===== src/rtl/trdb_packet_scoreboard.sv =====
// Multi-channel packet scoreboard: buffers expected packets per channel, checks
// every DUT packet against the channel head and keeps saturating statistics.
module trdb_packet_scoreboard #(
   parameter int unsigned NUM_CH      = 1,
   parameter int unsigned DEPTH       = 8,
   parameter int unsigned CNT_W       = 16,
   parameter int unsigned PTYPE_LEN   = 4,
   parameter int unsigned P_LEN       = 7,
   parameter int unsigned PAYLOAD_LEN = 32,
   localparam int unsigned CH_W       = (NUM_CH > 1) ? $clog2(NUM_CH) : 1
) (
   input  logic                            clk_i,
   input  logic                            rst_ni,
   input  logic                            clear_i,
   input  logic [NUM_CH-1:0]               exp_valid_i,
   output logic [NUM_CH-1:0]               exp_ready_o,
   input  logic [NUM_CH*PTYPE_LEN-1:0]     exp_type_i,
   input  logic [NUM_CH*P_LEN-1:0]         exp_length_i,
   input  logic [NUM_CH*PAYLOAD_LEN-1:0]   exp_payload_i,
   input  logic [NUM_CH-1:0]               act_valid_i,
   input  logic [NUM_CH*PTYPE_LEN-1:0]     act_type_i,
   input  logic [NUM_CH*P_LEN-1:0]         act_length_i,
   input  logic [NUM_CH*PAYLOAD_LEN-1:0]   act_payload_i,
   output logic [CNT_W-1:0]                match_cnt_o,
   output logic [CNT_W-1:0]                mismatch_cnt_o,
   output logic [CNT_W-1:0]                unexpected_cnt_o,
   output logic                            err_o,
   output logic [CH_W-1:0]                 first_err_ch_o,
   output logic [1:0]                      first_err_kind_o,
   output logic [CNT_W-1:0]                first_err_seq_o,
   output logic [NUM_CH-1:0]               pending_o
);

   localparam int unsigned PTR_W = $clog2(DEPTH);
   localparam int unsigned OCC_W = PTR_W + 1;
   localparam int unsigned INC_W = CNT_W + 1;
   localparam int unsigned ENT_W = PTYPE_LEN + P_LEN + PAYLOAD_LEN;
   localparam logic [OCC_W-1:0] OCC_FULL = OCC_W'(DEPTH);

   typedef logic [ENT_W-1:0] entry_t;

   entry_t            mem_q [NUM_CH][DEPTH];
   logic [PTR_W-1:0]  wrPtr_q [NUM_CH];
   logic [PTR_W-1:0]  wrPtr_d [NUM_CH];
   logic [PTR_W-1:0]  rdPtr_q [NUM_CH];
   logic [PTR_W-1:0]  rdPtr_d [NUM_CH];
   logic [OCC_W-1:0]  occ_q [NUM_CH];
   logic [OCC_W-1:0]  occ_d [NUM_CH];
   entry_t            expEntry [NUM_CH];
   entry_t            actEntry [NUM_CH];

   logic [NUM_CH-1:0] pushEn, popEn, matchEv, mismatchEv, unexpEv;
   logic [INC_W-1:0]  matchInc, mismatchInc, unexpInc;
   logic              anyErr;
   logic [CH_W-1:0]   errCh;
   logic [1:0]        errKind;

   logic [CNT_W-1:0]  matchCnt_q, matchCnt_d, mismatchCnt_q, mismatchCnt_d;
   logic [CNT_W-1:0]  unexpCnt_q, unexpCnt_d, seqCnt_q, seqCnt_d;
   logic [CNT_W-1:0]  firstErrSeq_q, firstErrSeq_d;
   logic [CH_W-1:0]   firstErrCh_q, firstErrCh_d;
   logic [1:0]        firstErrKind_q, firstErrKind_d;
   logic              err_q, err_d;

   function automatic logic [CNT_W-1:0] satAdd(input logic [CNT_W-1:0] a,
                                               input logic [INC_W-1:0] b);
      logic [CNT_W+1:0] s;
      s = {2'b00, a} + {1'b0, b};
      return (s[CNT_W+1:CNT_W] != 2'b00) ? '1 : s[CNT_W-1:0];
   endfunction

   // Per-channel events are decided from registered occupancy only, so an
   // entry pushed this cycle can never satisfy a same-cycle actual.
   always_comb begin
      for (int c = 0; c < int'(NUM_CH); c++) begin
         expEntry[c]   = {exp_type_i[c*PTYPE_LEN +: PTYPE_LEN],
                          exp_length_i[c*P_LEN +: P_LEN],
                          exp_payload_i[c*PAYLOAD_LEN +: PAYLOAD_LEN]};
         actEntry[c]   = {act_type_i[c*PTYPE_LEN +: PTYPE_LEN],
                          act_length_i[c*P_LEN +: P_LEN],
                          act_payload_i[c*PAYLOAD_LEN +: PAYLOAD_LEN]};
         pushEn[c]     = exp_valid_i[c] && (occ_q[c] != OCC_FULL);
         popEn[c]      = act_valid_i[c] && (occ_q[c] != '0);
         matchEv[c]    = popEn[c] && (mem_q[c][rdPtr_q[c]] === actEntry[c]);
         mismatchEv[c] = popEn[c] && !matchEv[c];
         unexpEv[c]    = act_valid_i[c] && (occ_q[c] == '0);
      end
   end

   always_comb begin
      matchInc    = '0;
      mismatchInc = '0;
      unexpInc    = '0;
      for (int c = 0; c < int'(NUM_CH); c++) begin
         matchInc    = matchInc + INC_W'(matchEv[c]);
         mismatchInc = mismatchInc + INC_W'(mismatchEv[c]);
         unexpInc    = unexpInc + INC_W'(unexpEv[c]);
      end
   end

   // Walk downward so the lowest-numbered erroring channel is the one kept.
   always_comb begin
      anyErr  = 1'b0;
      errCh   = '0;
      errKind = 2'b00;
      for (int c = int'(NUM_CH) - 1; c >= 0; c--) begin
         if (mismatchEv[c] || unexpEv[c]) begin
            anyErr  = 1'b1;
            errCh   = CH_W'(c);
            errKind = mismatchEv[c] ? 2'b01 : 2'b10;
         end
      end
   end

   always_comb begin
      wrPtr_d        = wrPtr_q;
      rdPtr_d        = rdPtr_q;
      occ_d          = occ_q;
      matchCnt_d     = matchCnt_q;
      mismatchCnt_d  = mismatchCnt_q;
      unexpCnt_d     = unexpCnt_q;
      seqCnt_d       = seqCnt_q;
      err_d          = err_q;
      firstErrCh_d   = firstErrCh_q;
      firstErrKind_d = firstErrKind_q;
      firstErrSeq_d  = firstErrSeq_q;
      if (clear_i) begin
         for (int c = 0; c < int'(NUM_CH); c++) begin
            wrPtr_d[c] = '0;
            rdPtr_d[c] = '0;
            occ_d[c]   = '0;
         end
         matchCnt_d     = '0;
         mismatchCnt_d  = '0;
         unexpCnt_d     = '0;
         seqCnt_d       = '0;
         err_d          = 1'b0;
         firstErrCh_d   = '0;
         firstErrKind_d = 2'b00;
         firstErrSeq_d  = '0;
      end else begin
         for (int c = 0; c < int'(NUM_CH); c++) begin
            wrPtr_d[c] = wrPtr_q[c] + PTR_W'(pushEn[c]);
            rdPtr_d[c] = rdPtr_q[c] + PTR_W'(popEn[c]);
            occ_d[c]   = occ_q[c] + OCC_W'(pushEn[c]) - OCC_W'(popEn[c]);
         end
         matchCnt_d    = satAdd(matchCnt_q, matchInc);
         mismatchCnt_d = satAdd(mismatchCnt_q, mismatchInc);
         unexpCnt_d    = satAdd(unexpCnt_q, unexpInc);
         seqCnt_d      = satAdd(seqCnt_q, matchInc + mismatchInc);
         if (anyErr) begin
            err_d = 1'b1;
         end
         if (anyErr && (firstErrKind_q == 2'b00)) begin
            firstErrCh_d   = errCh;
            firstErrKind_d = errKind;
            firstErrSeq_d  = seqCnt_q;
         end
      end
   end

   always_ff @(posedge clk_i or negedge rst_ni) begin
      if (!rst_ni) begin
         for (int c = 0; c < int'(NUM_CH); c++) begin
            wrPtr_q[c] <= '0;
            rdPtr_q[c] <= '0;
            occ_q[c]   <= '0;
         end
         matchCnt_q     <= '0;
         mismatchCnt_q  <= '0;
         unexpCnt_q     <= '0;
         seqCnt_q       <= '0;
         err_q          <= 1'b0;
         firstErrCh_q   <= '0;
         firstErrKind_q <= 2'b00;
         firstErrSeq_q  <= '0;
      end else begin
         wrPtr_q        <= wrPtr_d;
         rdPtr_q        <= rdPtr_d;
         occ_q          <= occ_d;
         matchCnt_q     <= matchCnt_d;
         mismatchCnt_q  <= mismatchCnt_d;
         unexpCnt_q     <= unexpCnt_d;
         seqCnt_q       <= seqCnt_d;
         err_q          <= err_d;
         firstErrCh_q   <= firstErrCh_d;
         firstErrKind_q <= firstErrKind_d;
         firstErrSeq_q  <= firstErrSeq_d;
      end
   end

   // Storage needs no reset: occupancy alone decides what is valid.
   always_ff @(posedge clk_i) begin
      for (int c = 0; c < int'(NUM_CH); c++) begin
         if (pushEn[c] && !clear_i) begin
            mem_q[c][wrPtr_q[c]] <= expEntry[c];
         end
      end
   end

   always_comb begin
      for (int c = 0; c < int'(NUM_CH); c++) begin
         exp_ready_o[c] = (occ_q[c] != OCC_FULL);
         pending_o[c]   = (occ_q[c] != '0);
      end
   end

   assign match_cnt_o      = matchCnt_q;
   assign mismatch_cnt_o   = mismatchCnt_q;
   assign unexpected_cnt_o = unexpCnt_q;
   assign err_o            = err_q;
   assign first_err_ch_o   = firstErrCh_q;
   assign first_err_kind_o = firstErrKind_q;
   assign first_err_seq_o  = firstErrSeq_q;

endmodule


===== config.mk =====
export PLATFORM = sky130hd
export DESIGN_NAME = trdb_packet_scoreboard
export DESIGN_NICKNAME = d
export VERILOG_FILES = /design/src/rtl/trdb_packet_scoreboard.sv
export SDC_FILE = /design/constraint.sdc
export NUM_CORES = 1
export LEC_CHECK = 0
export ABC_AREA = 0
export CELL_PAD_IN_SITES_DETAIL_PLACEMENT = 0
export CELL_PAD_IN_SITES_GLOBAL_PLACEMENT = 2
export CORE_AREA = 4 4 220 222
export DETAILED_ROUTE_END_ITERATION = 7
export DIE_AREA = 0 0 224 226
export PLACE_DENSITY = 0.84
export SLEW_MARGIN = 20
export SYNTH_ARGS = -nofsm -noshare
export SYNTH_HDL_FRONTEND = slang
export SYNTH_SLANG_ARGS = --single-unit

===== constraint.sdc =====
create_clock -name clk_i -period 4.6 [get_ports clk_i]
set_input_delay 0.46 -clock clk_i [delete_from_list [all_inputs] [get_ports clk_i]]
set_output_delay 0.46 -clock clk_i [all_outputs]
set_load 0.01 [all_outputs]

Word level (Yosys, flattened, before mapping). Memories as Yosys holds them, arrays and structs flattened. Index checks and enable logic that the tools add are counted.

Memory bits (writable): 344. Register bits after elaboration: 94. Input port bits: 91. Output and inout bits: 70. Memories: 1.

Add/sub/neg operators: 9. Reductions and logical operators: 20. Equal/unequal tests: 2. Bitwise gates (word level): 2. Multiplexer cells: 29. Order comparisons: 3.

Memory list: mem_q (words 1, bits a word 344, read ports 1, clocked after memory_dff 0, wr ports 1, RTL line 42) `entry_t mem_q [NUM_CH][DEPTH];`.

Operators by type and width (count): $mux 344 (1); $mux 16 (10); $bmux 43 s3 (1); $demux 43 s3 (1); $mux 43 (3); $add 16x1->17 (3); $eqx 43x43->1 (1); $add 16x2->17 (1); $reduce_bool 2->1 (6); $ge 4x4->1 const B (2); $logic_and 1x1->1 (8); $mux 2 (4); $not 3->4 (2); $add 3x1->3 (2); $mux 1 (6); $mux 3 (2); $add 4x1->4 (1); $logic_not 4->1 (1); $lt 4x1->1 const B (1); $mux 4 (1); $ne 4x4->1 const B (1); $reduce_bool 4->1 (1); $sub 4x1->4 (1); $add 1x1->2 (1); other kinds (3) (4).

Logic depth before layout (Yosys ltp). Gate-level depths: netlist of run 1.

Depth after elaboration: 13. Depth in mapped cells: 24. Mapped depth without buffers: 18.

Worst setup path before layout of run 1. Ideal clock, no wire load.

Path type: flip-flop to flip-flop. Start point: register rdPtr_q[0] in the netlist's numbering. End point: register mismatchCnt_q[10], in the netlist mismatch_cnt_o[10]. Stages on the path, launching flop included: 23. Buffers on the path: 6. Arrival: 4588 ps. Data required time: 4463 ps. Slack: -125 ps. Cells stage by stage: dfrtp_1 buf_4 buf_2 buf_1 buf_2 buf_2 mux2i_1 xor2_1 nand4_1 nor3_1 nand3_1 o21ai_0 inv_1 ha_1 ha_1 and3_1 and3_1 and3_1 nand2_1 nor2_1 nand3_1 clkbuf_1 a21oi_1.

Word-level cells in the longest chain between the ends: 12.

Ends and longest elaborated chain: start, declared (RTL line 45) `logic [PTR_W-1:0] rdPtr_q [NUM_CH];`; start signal, assigned (RTL line 179) `rdPtr_q <= rdPtr_d;`; $not 3->4 (implied by the code) * (RTL line 84) `matchEv[c] = popEn[c] && (mem_q[c][rdPtr_q[c]] === actEntry[c]);`; $bmux 43 s3 * (RTL line 84); $mux 43 (implied by the code) * (2 in a row) (RTL line 84); $eqx 43x43->1 * (RTL line 84); $logic_and 1x1->1 * (RTL line 84); $logic_not 1->1 * (RTL line 85) `mismatchEv[c] = popEn[c] && !matchEv[c];`; $logic_and 1x1->1 * (RTL line 85); $add 16x1->17 * (RTL line 68) `s = {2'b00, a} + {1'b0, b};`; $reduce_bool 2->1 (RTL line 69) `return (s[CNT_W+1:CNT_W] != 2'b00) ? '1 : s[CNT_W-1:0];`; $mux 16 * (RTL line 69); $mux 16 * (RTL line 127) `if (clear_i) begin`; named net mismatchCnt_d[10] (RTL line 58) `logic [CNT_W-1:0] matchCnt_q, matchCnt_d, mismatchCnt_q, mismatchCnt_d;`; end signal, assigned (RTL line 182) `mismatchCnt_q <= mismatchCnt_d;`; end, declared (RTL line 58).

The timed path passes the listed nets; every way through them passes the cells marked *. The select of a mux whose other input is x is not followed. A chain may end at the register's enable or synchronous reset.

Worst setup path after layout of run 1.
Start point: register rdPtr_q[1] in the netlist's numbering. End point: register matchCnt_q[14], in the netlist match_cnt_o[14].

Word-level cells in the longest chain between the ends: 10.

Ends and longest elaborated chain: $not 3->4 (implied by the code) * (RTL line 84); $bmux 43 s3 * (RTL line 84); $mux 43 (implied by the code) * (2 in a row) (RTL line 84); $eqx 43x43->1 * (RTL line 84); $logic_and 1x1->1 * (RTL line 84); $add 16x1->17 * (RTL line 68); $reduce_bool 2->1 (RTL line 69); $mux 16 * (RTL line 69); $mux 16 * (RTL line 127); named net matchCnt_d[14] (RTL line 58); end signal, assigned (RTL line 181) `matchCnt_q <= matchCnt_d;`; end, declared (RTL line 58).

Marked as above.

==> impl_metrics.toml, run 1 <==
[status]
status = "completed"

[detailed_routing]
wirelength_mm = 38.46
ant_nets = 0
drt_iter0_drc = 662
dr_total_vias = 9650
drc = 0
vias_per_cell = 5.068
wl_per_cell_um = 20.20
drtPass1Iterations = 5

[pwr]
power_w = 0.01012
seq_power_share = 0.445
irDropWorstVdd_uv = 334.6
swShare = 0.2444
p_per_area_nw_per_um2 = 447.9
power.switching_w = 0.002473
clockPowerShare = 0.381
combPwrFrac = 0.173
p_int_w = 0.007644
p_leak_nw = 7.703

[worst_setup_path]
path_common_cell = "and3_4"
worst-r2r-setup-slack_ps = 80
r2r-start = "rdPtr_q[1]"
r2r_cells = 18
startpoint_type = "flop"
path_class = "reg -> reg"
end_kind = "flop"
cp_cell_sequence = "buf_6 > mux4_2 > mux2i_1 > xor2_1 > nand4_1 > or4_1 > or4_4 > buf_6 > nor2_4 > and2_4 > ha_4 > and3_4 > and4_1 > and3_4 > and3_4 > nand3_2 > nor3b_2 > nor3_2"
cp.arrival_ps = 4930
cpPeakStageDelay_ps = 610
crit_slowest_cell = "or4_4"
critPathMaxFanout = 3
worstPathRequired_ps = 5010
r2r-end = "match_cnt_o[14]"

[timing]
hold_viol = 0
setup_viol = 0
slew-limit-headroom = 0.2621
slew_viol_final = 0
period_share = 0.9829
tns_ps = 0
tightestPinTransition_ps = 1107
period_needed_ps = 4521
rsz0062_at_grt = "yes"
timing.fmax_mhz = 221.2
setup_ws_ps = 78.77
final.setup_skew_ps = 38.33

[clock_tree]
cts.sinks = 437
root_buffer = "clkbuf_16"
insertion_delay_ps = 580
cts.clk_slew.worst_paths_ps = 60
clockBufferDepth = 3
htreeDepth = 2
cts_tree = "yes"
cts_made_buffers = 46

[place]
gp_congestion = 0.7552
hpwl_mm = 23.11
place_area_um2 = 20660
preCtsSetupSlack_ps = -174.1
io_buffers = 159

[floorplan]
start_util = 0.3884
pin_count = 161
row_count = 79
core_um2 = 46360
die_y_um = 226
die_w_um = 224
die_area_um2 = 50620

[yosys]
ys_warn_count = 0
yosysTopAreaCellShare = 0.5737
yosysMostFrequentCell = "edfxtp_1"
async_flop_share = 0.2128
synthTopCellsByCount = "344 x edfxtp_1, 93 x dfrtp_1, 72 x mux4_2"
synth_top_cell_by_area = "edfxtp_1"
postSynthCellCount = 1038
synth-edff-count = 344
ys_seq_area_frac = 0.7029
synth.distinct_cells = 42
postSynthAreaPerCell_um2 = 17.35
syn-num-nets = 1148
synth_area_leaders = "edfxtp_1 57%, dfrtp_1 13%, mux4_2 9.0%, mux2i_1 3.8%, xor2_1 2.2%"
ys_ff_latch = 437
synth_ff_type = "edfxtp_1"
syn_area_um2 = 18010

[worst_hold_path]
min_path_cells = 2
min_to = "wrPtr_q[0]"
hp-class = "in -> reg"
hold_path_startpoint = "clear_i"

[final_layout]
nNetsFinal = 1370
drive_above_1_share = 0.1935
diodes = 0
fin_area_um2 = 22590
n_fill_cell = 3869
areaGrowthSynthToFinish_pct = 25.44

[global_route]
grt_pass1_vias = 10090
grt_max_degree = 72
grt_pass1_wl_mm = 58.68
grtUsageTotal = 0.1502
grt.overflow.total = 0
antenna_found_initial = 4

[run]
cap_viol_max_count = 0
==> stage by stage <==
step           instances  hold slack (ps)  utilization
6_report            1904            312.4       0.4873
2_1_floorplan       1038            164.4            -
4_1_cts             1899            286.6       0.4825
5_1_grt             1904            327.5       0.4873
3_5_place_dp        1809            531.9       0.4456
3_3_place_gp        1809            526.5       0.4456
==> power by group through the flow <==
stage	sequential, W	combinational, W	clock, W
global route	0.00452	0.00192	0.00413
finish	0.00451	0.00175	0.00386
detailed placement	0.00459	0.00169	0
floorplan	0.00457	0.00114	0
global placement	0.00458	0.00167	0
CTS	0.00450	0.00175	0.00397
==> critical path: cells and delay by family, from the launching register on <==
kind	cells	cell delay (ps)
AND/OR/NAND/NOR	12	2650
multiplexers	2	570
buffers and inverters	2	290
adder cells (fa/ha/maj)	1	130
flip-flops	1	500
XOR/XNOR	1	200
==> how the worst max path moves through the flow <==
stage	endpoint	cells after the start	startpoint
3_3_place_gp	mismatch_cnt_o[14]	21	rdPtr_q[1]
5_1_grt	match_cnt_o[14]	18	rdPtr_q[1]
3_5_place_dp	mismatch_cnt_o[14]	20	rdPtr_q[1]
2_1_floorplan	mem_q[0][301]	6	occ_q[2]
4_1_cts	match_cnt_o[14]	18	rdPtr_q[1]
6_report	match_cnt_o[14]	18	rdPtr_q[1]
==> registers in the layout (all words and copies together), names as in the netlist <==
| register | count |
|---|---|
| first_err_kind_o | 2 |
| occ_q | 4 |
| match_cnt_o | 16 |
| rdPtr_q | 3 |
| first_err_seq_o | 16 |
| err_o | 1 |
| seqCnt_q | 16 |
| wrPtr_q | 3 |
| unexpected_cnt_o | 16 |
| mem_q | 344 |
| mismatch_cnt_o | 16 |
==> kinds of logic (layout without fill, tap and decap cells) <==
group | Yosys count | in the layout | share of synthesized area
flip-flops | 437 | 437 | 0.7029
adder cells (fa/ha/maj) | 19 | 19 | 0.01362
AND/OR/NAND/NOR | 204 | 204 | 0.05920
XOR/XNOR | 88 | 88 | 0.04280
AO/OA/AOI/OAI | 78 | 78 | 0.02376
buffers and inverters | 62 | 321 | 0.01744
multiplexers | 149 | 149 | 0.1401
other | 1 | 1 | 0.0002082
==> routing by layer <==
| metal | up-vias | wire, µm | track usage |
|---|---|---|---|
| met1 | 4878 | 16660 | 0.2024 |
| met4 | 8 | 680 | 0.03659 |
| met5 | - | 59 | 0 |
| met2 | 258 | 18790 | 0.2523 |
| met3 | 57 | 2274 | 0.03172 |
| li1 | 4449 | - | - |
==> cells in the final DEF (no fill, tap or decap), types with 7 or more instances in the layout <==
cell,count
buf_12,8
buf_6,9
nand2b_1,36
bufinv_16,7
clkbuf_16,48
and3_1,12
nand4_1,11
nor2_1,27
nand3_1,26
edfxtp_1,344
clkdlybuf4s50_1,157
inv_1,16
xor2_1,46
a21oi_1,56
nand2_1,36
nor2b_1,9
xnor2_1,42
mux4_2,75
buf_4,39
nor2_4,8
dfrtp_1,90
clkinv_1,10
mux2i_1,67
clkinv_2,12
ha_1,15
==> timing repair <==
item | 4_1_cts | 5_1_grt
gates resized for setup | 15 | 37
pin swaps | 7 | 13
cloned | 1 | 1
endpoints found under the setup margin | 30 | 32
hold endpoints to repair | 49 | 0
buffers inserted | 3 | 5
hold buffers | 1 | 0
==> layout make-up <==
cell class	instances	area [µm²]	area share
flip-flops and latches	437	12670	0.5608
clock buffers	50	1207	0.05345
well taps	607	759.5	0.03362
multi-input cells	539	5235	0.2317
clock inverters	35	391.6	0.01734
inverters	17	63.81	0.002825
repair buffers	219	2263	0.1002
Power figures use the tool's default switching activity.
==> inputs of run 2 (changes only) <==
--- a/config.mk
+++ b/config.mk
@@ -11,7 +11,9 @@
 export CORE_AREA = 4 4 220 222
 export DETAILED_ROUTE_END_ITERATION = 7
 export DIE_AREA = 0 0 224 226
+export HOLD_SLACK_MARGIN = 0.1
 export PLACE_DENSITY = 0.84
+export SKIP_LAST_GASP = 1
 export SLEW_MARGIN = 20
 export SYNTH_ARGS = -nofsm -noshare
 export SYNTH_HDL_FRONTEND = slang
==> run 2 against run 1 <==
  * Worst hold slack improved by 1.2 ps
  * Setup slack improved by 1.3 ps
  * Non-clock buffer count unchanged
  * Clock-buffer cell count unchanged
  * Routed wire length decreased by 0.17%
==> impl_metrics.toml, run 2 (synthesis gave the netlist of run 1 again) <==
[timing]
setup_viol = 0
slew-limit-headroom = 0.2603
slew_viol_final = 0
period_share = 0.9826
tightestPinTransition_ps = 1110
rsz0062_at_grt = "yes"
final.setup_skew_ps = 39.83
hold_viol = 0
timing.fmax_mhz = 221.2
worst_hold_slack_ps = 313.5
period_needed_ps = 4520

[final_layout]
n_fill_cell = 3864
final_common_cell = "edfxtp_1"
final_core_util = 0.4873
final_cell_mix = "344 x edfxtp_1, 157 x clkdlybuf4s50_1, 90 x dfrtp_1"
nNetsFinal = 1370
diodes = 0
areaGrowthSynthToFinish_pct = 25.44
largest_reg_flops = 344
drive_above_1_share = 0.1935
fin_area_um2 = 22590

[worst_setup_path]
worstPathRequired_ps = 5010
startpoint_type = "flop"
path_class = "reg -> reg"
critPathMaxFanout = 3
r2r-start = "rdPtr_q[1]"
path_common_cell = "and3_4"
r2r_cells = 18
r2r-end = "match_cnt_o[14]"
end_kind = "flop"
cpPeakStageDelay_ps = 610
worst-r2r-setup-slack_ps = 80
crit_slowest_cell = "or4_4"
startpoint = "rdPtr_q[1]"
cp_cell_sequence = "buf_6 > mux4_2 > mux2i_1 > xor2_1 > nand4_1 > or4_1 > or4_4 > buf_6 > nor2_4 > and2_4 > ha_4 > and3_4 > and4_1 > and3_4 > and3_4 > nand3_2 > nor3b_2 > nor3_2"
cp.arrival_ps = 4930
crit_end = "match_cnt_o[14]"

[detailed_routing]
vias_per_cell = 5.056
wirelength_mm = 38.40
wl_per_cell_um = 20.17
ant_nets = 0
drt_iter0_drc = 702
drc = 0
drtPass1Iterations = 4
dr_total_vias = 9626

[clock_tree]
cts_made_buffers = 46
htreeDepth = 2
cts_tree = "yes"
insertion_delay_ps = 580
cts.sinks = 437
cts.clk_slew.worst_paths_ps = 60
root_buffer = "clkbuf_16"
clockBufferDepth = 3

[floorplan]
die_y_um = 226
start_util = 0.3884
pin_count = 161
die_area_um2 = 50620
die_w_um = 224
row_count = 79
core_um2 = 46360

[place]
hpwl_mm = 23.11
place_area_um2 = 20660
io_buffers = 159
gp_congestion = 0.7552

[global_route]
grtUsageTotal = 0.1501
grt_max_degree = 72
grt.overflow.total = 0
antenna_found_initial = 4
grt_pass1_vias = 10090
grt_pass1_wl_mm = 58.65

[pwr]
irDropWorstVdd_uv = 334.3
p_leak_nw = 7.703
power_w = 0.01012
p_per_area_nw_per_um2 = 448.1

[run]
cap_viol_max_count = 0

[status]
status = "completed"

[worst_hold_path]
hp-class = "in -> reg"
[run 2: how the worst min path moves through the flow]
stage,from,endpoint,cells past startpoint
3_3_place_gp,first_err_seq_o[10],first_err_seq_o[10],2
3_5_place_dp,first_err_seq_o[0],first_err_seq_o[0],2
4_1_cts,clear_i,wrPtr_q[0],2
6_report,clear_i,wrPtr_q[0],2
5_1_grt,clear_i,seqCnt_q[3],2
2_1_floorplan,rst_ni,err_o,0
[run 2: metrics by stage]
stage	instances	setup WS [ps]	TNS (ps)
3_3_place_gp	1809	-110.9	-1006
4_1_cts	1899	-5.913	-5.913
2_1_floorplan	1038	19.65	0
3_5_place_dp	1809	-174.1	-1698
5_1_grt	1904	-98.38	-610.9
6_report	1904	80.07	0
[run 2: critical path: cells and delay by family, from the launching register on]
| family | cells | cell delay, ps |
|---|---|---|
| adder cells (fa/ha/maj) | 1 | 130 |
| flip-flops | 1 | 500 |
| buffers and inverters | 2 | 290 |
| multiplexers | 2 | 570 |
| XOR/XNOR | 1 | 210 |
| AND/OR/NAND/NOR | 12 | 2650 |
[run 2: metal layers]
layer,track usage,vias up,part of all wire
met4,0.03659,8,0.018
met3,0.03172,56,0.057
met1,0.2024,4870,0.43
met2,0.2521,242,0.49
li1,-,4450,-
met5,0,-,0.0015
[run 2: layout make-up]
class                   count  area (µm²)  share of cell area
flip-flops and latches    437       12670              0.5608
multi-input cells         539        5235              0.2317
repair buffers            219        2263              0.1002
clock buffers              50        1207             0.05345
well taps                 607       759.5             0.03362
clock inverters            35       391.6             0.01734
inverters                  17       63.81            0.002825
[run 2: timing repair]
| item | CTS | global route |
|---|---|---|
| cloned | 1 | 1 |
| buffers inserted | 3 | 5 |
| setup endpoints to repair | 30 | 32 |
| hold buffers | 1 | 0 |
| gates resized for setup | 14 | 38 |
| endpoints found under the hold margin | 49 | 0 |
| pin swaps | 6 | 13 |
[run 2: power breakdown]
group / switching, W / leakage (nW) / total [W] / internal (W)
combinational: 0.000846 / 2.52 / 0.00175 / 0.000908
clock: 0.00156 / 0.791 / 0.00386 / 0.00231
sequential: 0.0000758 / 4.39 / 0.00451 / 0.00443
total: 0.00248 / 7.70 / 0.0101 / 0.00764
